**config.mk**
```make
export PLATFORM = sky130hd
export DESIGN_NAME = top_ram_arbiter
export DESIGN_NICKNAME = d
export VERILOG_FILES = /design/src/rtl/top_ram_arbiter.sv
export SDC_FILE = /design/constraint.sdc
export NUM_CORES = 1
export LEC_CHECK = 0
export ABC_AREA = 1
export ABC_CLOCK_PERIOD_IN_PS = 3800
export BUFFER_PORTS_ARGS = -buffer_cell sky130_fd_sc_hd__buf_2
export CORE_AREA = 2 2 91 93
export CTS_CLUSTER_DIAMETER = 150
export DETAILED_ROUTE_END_ITERATION = 10
export DIE_AREA = 0 0 93 95
export PLACE_DENSITY_LB_ADDON = 0.1
export SYNTH_ARGS = -nofsm -noshare
export SYNTH_HDL_FRONTEND = slang
export SYNTH_SLANG_ARGS = --single-unit
```
**constraint.sdc**
```tcl
create_clock -name clock -period 3.8 [get_ports clock]
set_input_delay 0.38 -clock clock [delete_from_list [all_inputs] [get_ports clock]]
set_output_delay 0.38 -clock clock [all_outputs]
set_load 0.01 [all_outputs]
```
**src/rtl/top_ram_arbiter.sv**
```systemverilog
// Two-writer / two-reader round-robin arbiter in front of a simple dual-port RAM
// with a two-clock read latency. A read is held back for a cycle when it targets
// the address being written in the same cycle. Read responses come back in
// accept order, tagged with the requester id.
module top_ram_arbiter #(
  parameter int TOPSIZEWIDTH = 10,
  parameter int TOPWIDTH     = 32,
  parameter int RD_LAT       = 2
) (
  input  logic                    clock,
  input  logic                    reset,
  input  logic [1:0]              wr_valid,
  output logic [1:0]              wr_ready,
  input  logic [TOPSIZEWIDTH-1:0] wr_addr0,
  input  logic [TOPSIZEWIDTH-1:0] wr_addr1,
  input  logic [TOPWIDTH-1:0]     wr_data0,
  input  logic [TOPWIDTH-1:0]     wr_data1,
  input  logic [1:0]              rd_valid_req,
  output logic [1:0]              rd_ready,
  input  logic [TOPSIZEWIDTH-1:0] rd_addr0,
  input  logic [TOPSIZEWIDTH-1:0] rd_addr1,
  output logic                    rd_valid,
  output logic                    rd_id,
  output logic [TOPWIDTH-1:0]     rd_data,
  output logic                    ram_wren,
  output logic [TOPSIZEWIDTH-1:0] ram_wraddress,
  output logic [TOPWIDTH-1:0]     ram_data,
  output logic [TOPSIZEWIDTH-1:0] ram_rdaddress,
  input  logic [TOPWIDTH-1:0]     ram_q
);

  logic              wr_pri_r;
  logic              rd_pri_r;
  logic [1:0]        wr_gnt_s;
  logic [1:0]        rd_elig_s;
  logic [1:0]        rd_gnt_s;
  logic [RD_LAT-1:0] pipe_v_r;
  logic [RD_LAT-1:0] pipe_id_r;

  // Write-port round-robin grant and RAM write-side mux.
  always_comb begin
    wr_gnt_s = 2'b00;
    if (reset) begin
      wr_gnt_s = 2'b00;
    end else if (wr_valid == 2'b11) begin
      wr_gnt_s = wr_pri_r ? 2'b10 : 2'b01;
    end else begin
      wr_gnt_s = wr_valid;
    end
    wr_ready      = wr_gnt_s;
    ram_wren      = |(wr_valid & wr_gnt_s);
    ram_wraddress = wr_gnt_s[1] ? wr_addr1 : wr_addr0;
    ram_data      = wr_gnt_s[1] ? wr_data1 : wr_data0;
  end

  // Read-port grant: drop readers colliding with this cycle's write, then round-robin.
  always_comb begin
    rd_elig_s    = rd_valid_req;
    rd_gnt_s     = 2'b00;
    rd_elig_s[0] = rd_valid_req[0] & ~(ram_wren & (rd_addr0 == ram_wraddress));
    rd_elig_s[1] = rd_valid_req[1] & ~(ram_wren & (rd_addr1 == ram_wraddress));
    if (reset) begin
      rd_gnt_s = 2'b00;
    end else if (rd_elig_s == 2'b11) begin
      rd_gnt_s = rd_pri_r ? 2'b10 : 2'b01;
    end else begin
      rd_gnt_s = rd_elig_s;
    end
    rd_ready      = rd_gnt_s;
    ram_rdaddress = rd_gnt_s[1] ? rd_addr1 : rd_addr0;
  end

  // Priority pointers flip only after a real two-way contention; latency pipe tracks accepts.
  always_ff @(posedge clock) begin
    if (reset) begin
      wr_pri_r  <= 1'b0;
      rd_pri_r  <= 1'b0;
      pipe_v_r  <= '0;
      pipe_id_r <= '0;
    end else begin
      if (wr_valid == 2'b11) begin
        wr_pri_r <= ~wr_pri_r;
      end else begin
        wr_pri_r <= wr_pri_r;
      end
      if (rd_elig_s == 2'b11) begin
        rd_pri_r <= ~rd_pri_r;
      end else begin
        rd_pri_r <= rd_pri_r;
      end
      pipe_v_r  <= {pipe_v_r[RD_LAT-2:0], |rd_gnt_s};
      pipe_id_r <= {pipe_id_r[RD_LAT-2:0], rd_gnt_s[1]};
    end
  end

  // Response outputs: forced quiet while reset is asserted.
  always_comb begin
    rd_valid = pipe_v_r[RD_LAT-1] & ~reset;
    rd_id    = pipe_id_r[RD_LAT-1] & ~reset;
    rd_data  = ram_q;
  end

endmodule

```
==> qor.csv <==
metric,value,unit
CTS Hold Buffers Added,0,
Worst EP arrival,2930,ps
#FFs+latches synth,6,
required time of the critical path,3420,ps
gr busiest metal,met2,
1st-iter DRT viols,43,
Final ANT Viol Nets,0,
endpoints failing hold,0,
CTS resizes,0,
Routed WL,7.39,mm
largest net degree at the start of global routing,34,
GRT met3 Usage,6.38,%
"commonest non-fill, non-tap cell in the layout",nand2_1,
Filler Cell Count,983,
Max Fclk,302,MHz
final hold slack,406,ps
Post-Place Worst Slack,429,ps
htree depth,1,
"Seq/Total Area, Yosys",6.83,%
Power Dens Cells,183,mW/mm^2
Worst slew margin,66.5,%
core footprint,0.00793,mm^2
post-synth top area cell,nand2_1,
Syn Nets,507,
multi-input logic area,0.00114,mm^2
most frequent cells in the layout,"nand2_1, buf_2, inv_1, nand3_1, nor2_1",
Placer Congestion,0.777,
status,"complete, no violations",
Avg WL per Cell,12.3,um
vias in the first global route,2367,
first-pass GRT wire length,11.2,mm
Detailed Routing Iterations Pass 1,4,
Least-Margin Pin Slew,501,ps
Post-DP Area,0.00243,mm^2
Num CTS Buffers,3,
clock skew,2.25,ps
Antenna diodes,0,
CTS root buffer,clkbuf_8,
register area,120,um^2
worst vdd rail ir drop,0.000101,V
"top cells by area, synth","nand2_1, buf_4, nand3_1",
worst min path class,flop to flop,
Synth top area share,39.5,%
gr usage total,15.8,%
# nets final,638,
final setup vio count,0,
min cycle time layout,3310,ps
startpoint types,input pin,
Yosys Warn Count,0,
die area,0.00884,mm^2
DIE WIDTH,93,um
via/cell ratio,4.11,
DRC Markers,0,
"Period Utilization, post-route",87.0,%
Syn Area/Cell,4.82,um^2
Worst-path clk slew,40,ps
DPL Wire Length,6.29,mm
Setup Crit Path Kind,input pin to output port,
Port-buffer cells,168,
RSZ-0062 raised after global routing,false,
endpoint class of the critical path,output port,
total grt overflow,0,
I/O pins,233,
Die Ht,95,um
setup tns final,0,ps
Sink Count,6,
CP most frequent cell,nand2_1,
leakage power,0.00171,uW
Post-Layout Inst Area,0.00248,mm^2
Max Slew Vio Count,0,
synthesized area,0.00176,mm^2
CP max stage delay,370,ps
Max clock buf depth,2,
Setup WS post-layout,494,ps
placed cells,596,
worst-path cell chain,buf_2 > nor2_8 > nand2_2 > nand2_1 > nand2_1 > nor2_1 > nor2_1 > nand2_1 > nor2_1 > a21oi_2 > nand3_2 > nand2_2 > nand2_1 > nand2_1 > buf_2,
met2 usage,29.0,%
Area growth syn-to-layout,40.9,%
initial core utilization,22.2,%
"Slowest-stage cell, CP",nand2_2,
via count,2461,
Skew-Pair Late Insertion Delay,220,ps
initial antenna violation count,0,
standard-cell row count,33,
Worst Path Max Fanout,24,
Post-Layout Cell Count,599,
Setup Buffers After CTS,0,
TritonCTS clock tree,done,
Syn Inst Count,365,
share of post-route cells with drive strength above 1,38.1,%
Max-Cap Viols,0,
GR Util met1,17.5,%
post-synth cell types,20,
-- worst max-delay path: cells and delay by family --
kind | cells | cell delay [ps]
and+or+nand+nor | 12 | 2020
buffers and inverters | 2 | 320
AOI/OAI and AO/OA | 1 | 180
-- kinds of logic after synthesis --
| logic type | count (synthesis) | share of synthesized area, % |
|---|---|---|
| AO/OA/AOI/OAI | 11 | 3.91 |
| buffers and inverters | 93 | 28.5 |
| flip-flops | 6 | 6.83 |
| AND/OR/NAND/NOR | 255 | 60.7 |
-- routing by layer --
metal	share of wire, %	routed length (um)
met2	49	3660
met3	11	807
met1	39	2860
met4	0.88	65
met5	0	0
-- layout make-up --
class / count / area share [%]
Timing Repair Buffer: 172 / 35.2
Sequential cell: 6 / 4.85
Multi-Input combinational cell: 266 / 45.9
Inverter: 47 / 7.12
Clock buffer: 3 / 1.67
Tap cell: 105 / 5.31
-- flip-flops by register name, indices dropped and copies added (netlist names) --
name,cells
pipe_id_r,2
pipe_v_r,2
wr_pri_r,1
rd_pri_r,1
-- power by group --
part / switching, uW / internal (uW) / total [uW]
registers: 1.63 / 67.3 / 68.9
logic: 166 / 122 / 288
clock network: 28.7 / 68.2 / 96.9
total: 196 / 258 / 454
-- cells in the mapped netlist --
master    number
a211oi_1       1
a21oi_1        3
a21oi_2        3
buf_2          2
buf_4         36
buf_6          2
clkbuf_1       6
dfxtp_1        6
inv_1         45
inv_2          2
nand2_1      185
nand2_2        5
nand3_1       41
nand3_2        2
nand3b_1       4
nand4_1        1
nor2_1        16
nor2_8         1
o21ai_0        2
o21ai_1        2
-- through the flow --
step	utilization, %	total power [uW]
finish	31.2	454
global route	31.2	504
CTS	31.2	463
detailed placement	30.7	363
global placement	30.7	364
floorplan	-	259
-- final timing paths --
path                             startpoint          endpoint  slack [ps]  cells past startpoint
worst min register to register  pipe_v_r[0]       pipe_v_r[1]         410                      2
worst max-delay path                  reset  ram_rdaddress[6]         490                     15
worst min-delay path            pipe_v_r[0]       pipe_v_r[1]         410                      2
worst max register to register     wr_pri_r      pipe_id_r[0]        1310                     14
(Power assumes the default switching activity.)
